==> src/rtl/lu_pkg.sv <==
// Shared constants and state encoding for the LU band collector.
package lu_pkg;

    localparam int LU_N  = 8;
    localparam int LU_W  = 8;
    localparam int LU_BW = 3;
    localparam int LU_IW = $clog2(LU_N);
    localparam int LU_DW = $clog2(LU_BW + 1);

    typedef enum logic [1:0] {
        S_IDLE,
        S_CAPTURE,
        S_DRAIN,
        S_DONE
    } lu_state_e;

endpackage

==> src/rtl/lu_band_store.sv <==
// Band storage for L (strictly below diagonal, BW diagonals) and U (diagonal plus BW above).
// Storage is indexed [row][diagonal offset]. Reads return the dense-matrix value at (row, col).
module lu_band_store
    import lu_pkg::*;
#(
    parameter int N  = LU_N,
    parameter int W  = LU_W,
    parameter int IW = $clog2(N)
) (
    input  logic             clk,
    input  logic             rst,
    input  logic [LU_BW:0]   u_we_i,
    input  logic [IW-1:0]    u_row_i [LU_BW+1],
    input  logic [W-1:0]     u_dat_i [LU_BW+1],
    input  logic [LU_BW-1:0] l_we_i,
    input  logic [IW-1:0]    l_row_i [LU_BW],
    input  logic [W-1:0]     l_dat_i [LU_BW],
    input  logic             rd_sel_i,
    input  logic [IW-1:0]    rd_row_i,
    input  logic [IW-1:0]    rd_col_i,
    output logic [W-1:0]     rd_data_o
);

    // u_q[i][d] holds U[i][i+d]; l_q[i][d] holds L[i][i-d-1]
    logic [W-1:0] u_q [N][LU_BW+1];
    logic [W-1:0] l_q [N][LU_BW];

    always_ff @(posedge clk) begin
        if (rst) begin
            for (int i = 0; i < N; i++) begin
                for (int d = 0; d <= LU_BW; d++) u_q[i][d] <= '0;
                for (int d = 0; d < LU_BW; d++)  l_q[i][d] <= '0;
            end
        end else begin
            for (int d = 0; d <= LU_BW; d++)
                if (u_we_i[d]) u_q[u_row_i[d]][d] <= u_dat_i[d];
            for (int d = 0; d < LU_BW; d++)
                if (l_we_i[d]) l_q[l_row_i[d]][d] <= l_dat_i[d];
        end
    end

    always_comb begin
        rd_data_o = '0;
        if (!rd_sel_i) begin
            if (rd_row_i == rd_col_i) rd_data_o = W'(1);
            for (int d = 1; d <= LU_BW; d++)
                if (rd_row_i > rd_col_i && (rd_row_i - rd_col_i) == IW'(d))
                    rd_data_o = l_q[rd_row_i][d-1];
        end else begin
            for (int d = 0; d <= LU_BW; d++)
                if (rd_col_i >= rd_row_i && (rd_col_i - rd_row_i) == IW'(d))
                    rd_data_o = u_q[rd_row_i][d];
        end
    end

endmodule

==> src/rtl/lu_band_collector.sv <==
// Captures skewed luFactorizer L/U lanes into band storage and replays dense L then U row-major.
// Optional zero-pivot flag enabled by defining LU_ZERO_PIVOT_CHK_EN.
//
// state     | meaning
// S_IDLE    | waiting for start
// S_CAPTURE | sampling lanes, offsets 1..3(N-1) (offset 0 is the start cycle)
// S_DRAIN   | streaming 2*N*N beats over valid/ready
// S_DONE    | drain complete, waiting for restart
module lu_band_collector
    import lu_pkg::*;
#(
    parameter int N = LU_N,
    parameter int W = LU_W
) (
    input  logic                 clk,
    input  logic                 rst,
    input  logic                 start,
    input  logic [W-1:0]         lL1,
    input  logic [W-1:0]         lL2,
    input  logic [W-1:0]         lL3,
    input  logic [W-1:0]         uL1,
    input  logic [W-1:0]         uL2,
    input  logic [W-1:0]         uL3,
    input  logic [W-1:0]         uL4,
    output logic                 busy,
    output logic                 done,
    output logic                 out_valid,
    input  logic                 out_ready,
    output logic                 out_sel,
    output logic [$clog2(N)-1:0] out_row,
    output logic [$clog2(N)-1:0] out_col,
    output logic [W-1:0]         out_data,
    output logic                 pivot_zero
);

    localparam int IW = $clog2(N);

    lu_state_e     state_q, state_d;
    logic [IW-1:0] r_q, r_d;
    logic [1:0]    p_q, p_d;
    logic          sel_q, sel_d;
    logic [IW-1:0] row_q, row_d;
    logic [IW-1:0] col_q, col_d;
    logic          valid_q, valid_d;

    logic          starting, cap_en, cap_last, fire, last_beat;
    logic [LU_BW:0]   u_we;
    logic [IW-1:0]    u_row [LU_BW+1];
    logic [W-1:0]     u_dat [LU_BW+1];
    logic [LU_BW-1:0] l_we;
    logic [IW-1:0]    l_row [LU_BW];
    logic [W-1:0]     l_dat [LU_BW];
    logic [W-1:0]     rd_data;

    // Row/phase counters sit at zero outside capture, so the start cycle is offset 0.
    assign starting  = start && (state_q == S_IDLE || state_q == S_DONE);
    assign cap_en    = starting || state_q == S_CAPTURE;
    assign cap_last  = state_q == S_CAPTURE && r_q == IW'(N-1) && p_q == 2'd0;
    assign fire      = valid_q && out_ready;
    assign last_beat = sel_q && row_q == IW'(N-1) && col_q == IW'(N-1);

    assign u_dat = '{uL1, uL2, uL3, uL4};
    assign l_dat = '{lL3, lL2, lL1};

    always_comb begin
        state_d = state_q;
        r_d     = r_q;
        p_d     = p_q;
        sel_d   = sel_q;
        row_d   = row_q;
        col_d   = col_q;
        valid_d = valid_q;
        case (state_q)
            S_IDLE, S_DONE: begin
                if (start) begin
                    state_d = S_CAPTURE;
                    p_d     = 2'd1;
                end
            end
            S_CAPTURE: begin
                if (cap_last) begin
                    state_d = S_DRAIN;
                    r_d     = '0;
                    p_d     = 2'd0;
                end else if (p_q == 2'd2) begin
                    p_d = 2'd0;
                    r_d = r_q + IW'(1);
                end else begin
                    p_d = p_q + 2'd1;
                end
            end
            S_DRAIN: begin
                if (!valid_q) begin
                    valid_d = 1'b1;
                end else if (fire) begin
                    if (last_beat) begin
                        state_d = S_DONE;
                        valid_d = 1'b0;
                        sel_d   = 1'b0;
                        row_d   = '0;
                        col_d   = '0;
                    end else if (col_q == IW'(N-1)) begin
                        col_d = '0;
                        if (row_q == IW'(N-1)) begin
                            row_d = '0;
                            sel_d = 1'b1;
                        end else begin
                            row_d = row_q + IW'(1);
                        end
                    end else begin
                        col_d = col_q + IW'(1);
                    end
                end
            end
            default: state_d = S_IDLE;
        endcase
    end

    // Lane-to-band write decode; entries falling past row/column N-1 are dropped.
    always_comb begin
        u_we  = '0;
        l_we  = '0;
        u_row = '{default: '0};
        l_row = '{default: '0};
        if (cap_en) begin
            case (p_q)
                2'd0: begin
                    u_we[0]  = 1'b1;
                    u_row[0] = r_q;
                    if (r_q != '0 && r_q < IW'(N-2)) begin
                        u_we[3]  = 1'b1;
                        u_row[3] = r_q - IW'(1);
                        l_we[2]  = 1'b1;
                        l_row[2] = r_q + IW'(2);
                    end
                end
                2'd1: begin
                    if (r_q < IW'(N-1)) begin
                        u_we[1]  = 1'b1;
                        u_row[1] = r_q;
                        l_we[0]  = 1'b1;
                        l_row[0] = r_q + IW'(1);
                    end
                end
                2'd2: begin
                    if (r_q < IW'(N-2)) begin
                        u_we[2]  = 1'b1;
                        u_row[2] = r_q;
                        l_we[1]  = 1'b1;
                        l_row[1] = r_q + IW'(2);
                    end
                end
                default: ;
            endcase
        end
    end

    always_ff @(posedge clk) begin
        if (rst) begin
            state_q <= S_IDLE;
            r_q     <= '0;
            p_q     <= 2'd0;
            sel_q   <= 1'b0;
            row_q   <= '0;
            col_q   <= '0;
            valid_q <= 1'b0;
        end else begin
            state_q <= state_d;
            r_q     <= r_d;
            p_q     <= p_d;
            sel_q   <= sel_d;
            row_q   <= row_d;
            col_q   <= col_d;
            valid_q <= valid_d;
        end
    end

    lu_band_store #(.N(N), .W(W), .IW(IW)) u_store (
        .clk       (clk),
        .rst       (rst),
        .u_we_i    (u_we),
        .u_row_i   (u_row),
        .u_dat_i   (u_dat),
        .l_we_i    (l_we),
        .l_row_i   (l_row),
        .l_dat_i   (l_dat),
        .rd_sel_i  (sel_q),
        .rd_row_i  (row_q),
        .rd_col_i  (col_q),
        .rd_data_o (rd_data)
    );

    assign busy      = state_q == S_CAPTURE || state_q == S_DRAIN;
    assign done      = state_q == S_DONE;
    assign out_valid = valid_q;
    assign out_sel   = sel_q;
    assign out_row   = row_q;
    assign out_col   = col_q;
    assign out_data  = valid_q ? rd_data : '0;

`ifdef LU_ZERO_PIVOT_CHK_EN
    logic piv_q;

    always_ff @(posedge clk) begin
        if (rst)
            piv_q <= 1'b0;
        else
            piv_q <= (piv_q && !starting) || (cap_en && p_q == 2'd0 && uL1 == '0);
    end

    assign pivot_zero = piv_q;
`else
    assign pivot_zero = 1'b0;
`endif

endmodule

==> config.mk <==
export PLATFORM = sky130hd
export DESIGN_NAME = lu_band_collector
export DESIGN_NICKNAME = d
export VERILOG_FILES = /design/src/rtl/lu_pkg.sv /design/src/rtl/lu_band_store.sv /design/src/rtl/lu_band_collector.sv
export SDC_FILE = /design/constraint.sdc
export NUM_CORES = 1
export LEC_CHECK = 0
export BUFFER_PORTS_ARGS = -buffer_cell sky130_fd_sc_hd__buf_4
export CORE_UTILIZATION = 50
export DETAILED_ROUTE_END_ITERATION = 12
export GPL_TIMING_DRIVEN = 0
export MAX_ROUTING_LAYER = met4
export PLACE_DENSITY = 0.67
export RECOVER_POWER = 25
export SLEW_MARGIN = 20
export SYNTH_ARGS = -nofsm -noshare
export SYNTH_HDL_FRONTEND = slang
export SYNTH_HIERARCHICAL = 1
export SYNTH_SLANG_ARGS = --single-unit
==> constraint.sdc <==
create_clock -name clk -period 8.6 [get_ports clk]
set_input_delay 1.72 -clock clk [delete_from_list [all_inputs] [get_ports clk]]
set_output_delay 1.72 -clock clk [all_outputs]
set_load 0.1 [all_outputs]
==> impl_metrics.csv <==
group,metric,value,unit
sta,slew_violations,1,
synthesis,synth-main-ff-cell,"edfxtp_1",
cts,cts-resized-gates,0,
flow_run,cap_violations,3,
sta,rsz0062_at_grt,"false",
synthesis,yosys_warnings,6,
synthesis,syn_nets,1631,
cts,numCtsBuffers,49,
cts,root_buffer,"clkbuf_16",
global_route,globalRouteMet1Util,38.46,%
cts,cts_num_sinks,463,
cts,holdBufCountCts,0,
routing,antenna_left,0,
cells_and_area,layout_common_cells,"edfxtp_1 (448), and2_1 (338), and2_0 (127), mux4_2 (95), buf_4 (74)",
worst_setup_path,end_kind,"primary output",
place,placed_cells,2217,
synthesis,yosysUniqueCellTypes,70,
global_route,track_usage,28.73,%
cts,insertion_delay,600,ps
sta,clock_skew,26.29,ps
outcome,violations,"capacitance limit, slew limit",
place,place_ws,2298,ps
global_route,antenna_found_initial,3,
sta,timing.final.crit_period,6811,ps
synthesis,synth_edf_count,448,
cells_and_area,final_common_cell,"edfxtp_1",
cells_and_area,drive_gt1_share,19.74,%
floorplan,core.rowCount,76,
floorplan,start_util,51.19,%
pwr,power_density,202.9,nW/µm²
sta,fmax,146.8,MHz
synthesis,seq_area_frac_synth,61.69,%
place,place_congestion,1.030,
synthesis,async_flop_share,0,%
sta,tns,0,ps
outcome,status,"finished with violations",
floorplan,fp.dieW,213.2,µm
cells_and_area,areaGrowthSynthToFinish,12.61,%
routing,drc,0,
global_route,grt_pass1_vias,13771,
pwr,fin_total_pwr,5094,µW
global_route,use_met3,5.236,%
cts,clk_pin_slew,60,ps
worst_setup_path,crit_top_cell,"buf_4",
floorplan,core,43550,µm²
pwr,ir_drop,209.1,µV
routing,vias,13823,
synthesis,ys_seq_elements,463,
synthesis,syn_avg_cell_area,14.38,µm²
worst_setup_path,worstPathRequired,6880,ps
synthesis,syn_area,22290,µm²
routing,firstDrtPassIters,5,
cells_and_area,fin_nets,1764,
global_route,grt_max_degree,14,
place,post-dp-hpwl,42.68,mm
routing,routed_via_density,6.000,
sta,hold_viol,0,
cts,cts_max_path_buffers,3,
routing,dr.first_iter.drc_count,1389,
cells_and_area,layout.cells.non_filler,2304,
sta,post-route-period-util,79.20,%
worst_setup_path,cp_cell_sequence,"buf_2, buf_4, buf_4, inv_2, ha_1, nor3b_1, o2111ai_2, a2111oi_1, nor3_1, a221oi_2, and2_1, buf_4",
routing,wl_per_cell,26.64,µm
worst_setup_path,worst_setup_path_start_kind,"flip-flop",
global_route,grt-busiest-layer,"met2",
global_route,met2_usage,43.68,%
floorplan,dieArea,45430,µm²
cts,ctsHtreeMaxLevel,2,
sta,worst-slew-pin-transition,1496,ps
pwr,p_leak,0.009027,µW
worst_setup_path,crit_family,"compound AO/OA/AOI/OAI gates",
worst_setup_path,path_class,"reg2out",
place,portBuffers,77,
sta,setup_viol,0,
cts,cts_tree,"built",
worst_setup_path,crit_path_max_fanout,10,
worst_setup_path,cp.arrival,5090,ps
floorplan,pin_count,79,
routing,wirelength,61.38,mm
sta,fin_ws,1789,ps
worst_setup_path,max_stage_delay,880,ps
global_route,overflow,0,
worst_setup_path,r2r_setup_slack,4500,ps
worst_setup_path,critPathBufInv,5,
synthesis,syn_inst,1550,
worst_hold_path,worstHoldPathType,"reg2reg",
global_route,grt_pass1_wl,89.31,mm
sta,slew_headroom,-0.6260,%
floorplan,die_y,213.2,µm
cts,cts_setup_buffers,0,
worst_setup_path,cp_slowest_cell,"a2111oi_1",
cells_and_area,final_util,57.64,%
[metrics by stage]
stage	area, µm²	hold slack (ps)
after CTS	25200	519.9
after global placement	23600	497.8
after global routing	25100	539.3
after floorplan	22290	470.8
final	25100	524.9
after detailed placement	23700	513.2
[metal layers]
metal,vias to the layer above,part of all wire (%)
met5,-,0
met4,0,4.1
met3,146,8.3
met2,640,46
met1,7002,41
li1,6035,-
[path summary, 6_finish.rpt]
check	from	to	cells after the start
worst max-delay path	out_row[2]	out_data[2]	12
worst min-delay path	state_q[1]	state_q[1]	2
worst max register to register	state_q[0]	u_store/u_q[3][11]	9
worst min register to register	state_q[1]	state_q[1]	2
[cells by family (layout without fill, tap and decap cells)]
family | count (synthesis) | in the layout | synth area share, %
buffers and inverters | 75 | 242 | 2.065
DFF | 463 | 463 | 61.69
muxes | 138 | 138 | 12.06
adders and majority gates | 21 | 21 | 1.246
xor gates and xnor gates | 1 | 1 | 0.03930
AOI/OAI and AO/OA | 85 | 85 | 2.935
other | 1 | 3 | 0.01682
and+or+nand+nor | 766 | 766 | 19.94
[worst min-delay path, delay by kind of cell, from the launching register on]
| family | cells | cell delay, ps |
|---|---|---|
| AO/OA/AOI/OAI | 2 | 140 |
| flip-flops | 1 | 340 |
[report_power, final]
group          switching (µW)  total (µW)  internal [µW]  leakage [µW]
clock                     840        2010           1170      0.000729
combinational             327         473            146       0.00355
sequential               34.4        2610           2580       0.00475
[state kept, by name, indices dropped and copies added (netlist names)]
name,count
u_store/l_q,192
p_q,2
u_store/u_q,256
out_row,3
r_q,3
state_q,2
out_col,3
out_valid,1
out_sel,1
[area by class of cell]
| class | count | area (µm²) |
|---|---|---|
| diodes | 2 | 5.005 |
| plain buffers | 54 | 381.6 |
| clock buffers | 66 | 1333 |
| clock inverters | 19 | 165.2 |
| fillers | 3611 | 18450 |
| inverters | 21 | 78.83 |
| multi-input cells | 1012 | 8107 |
| flip-flops and latches | 463 | 13750 |
| well taps | 585 | 732.0 |
| repair buffers | 82 | 548.0 |
[Yosys cell counts, types with 10 or more instances]
cell type / instances / area [µm²]
and2_1: 465 / 2909
edfxtp_1: 448 / 13450
mux4_2: 95 / 2140
nor2_1: 66 / 247.7
or2_2: 56 / 350.3
nand2_1: 55 / 206.5
nor3_1: 46 / 230.2
mux2i_1: 32 / 320.3
ha_1: 19 / 237.7
inv_1: 19 / 71.32
buf_2: 17 / 85.08
nand3_1: 16 / 80.08
dfxtp_1: 15 / 300.3
a21oi_1: 14 / 70.07
clkbuf_1: 13 / 48.80
nand2b_1: 12 / 75.07
buf_4: 10 / 75.07
nor4_1: 10 / 62.56
Note: power is estimated with default switching activity, not from simulation.
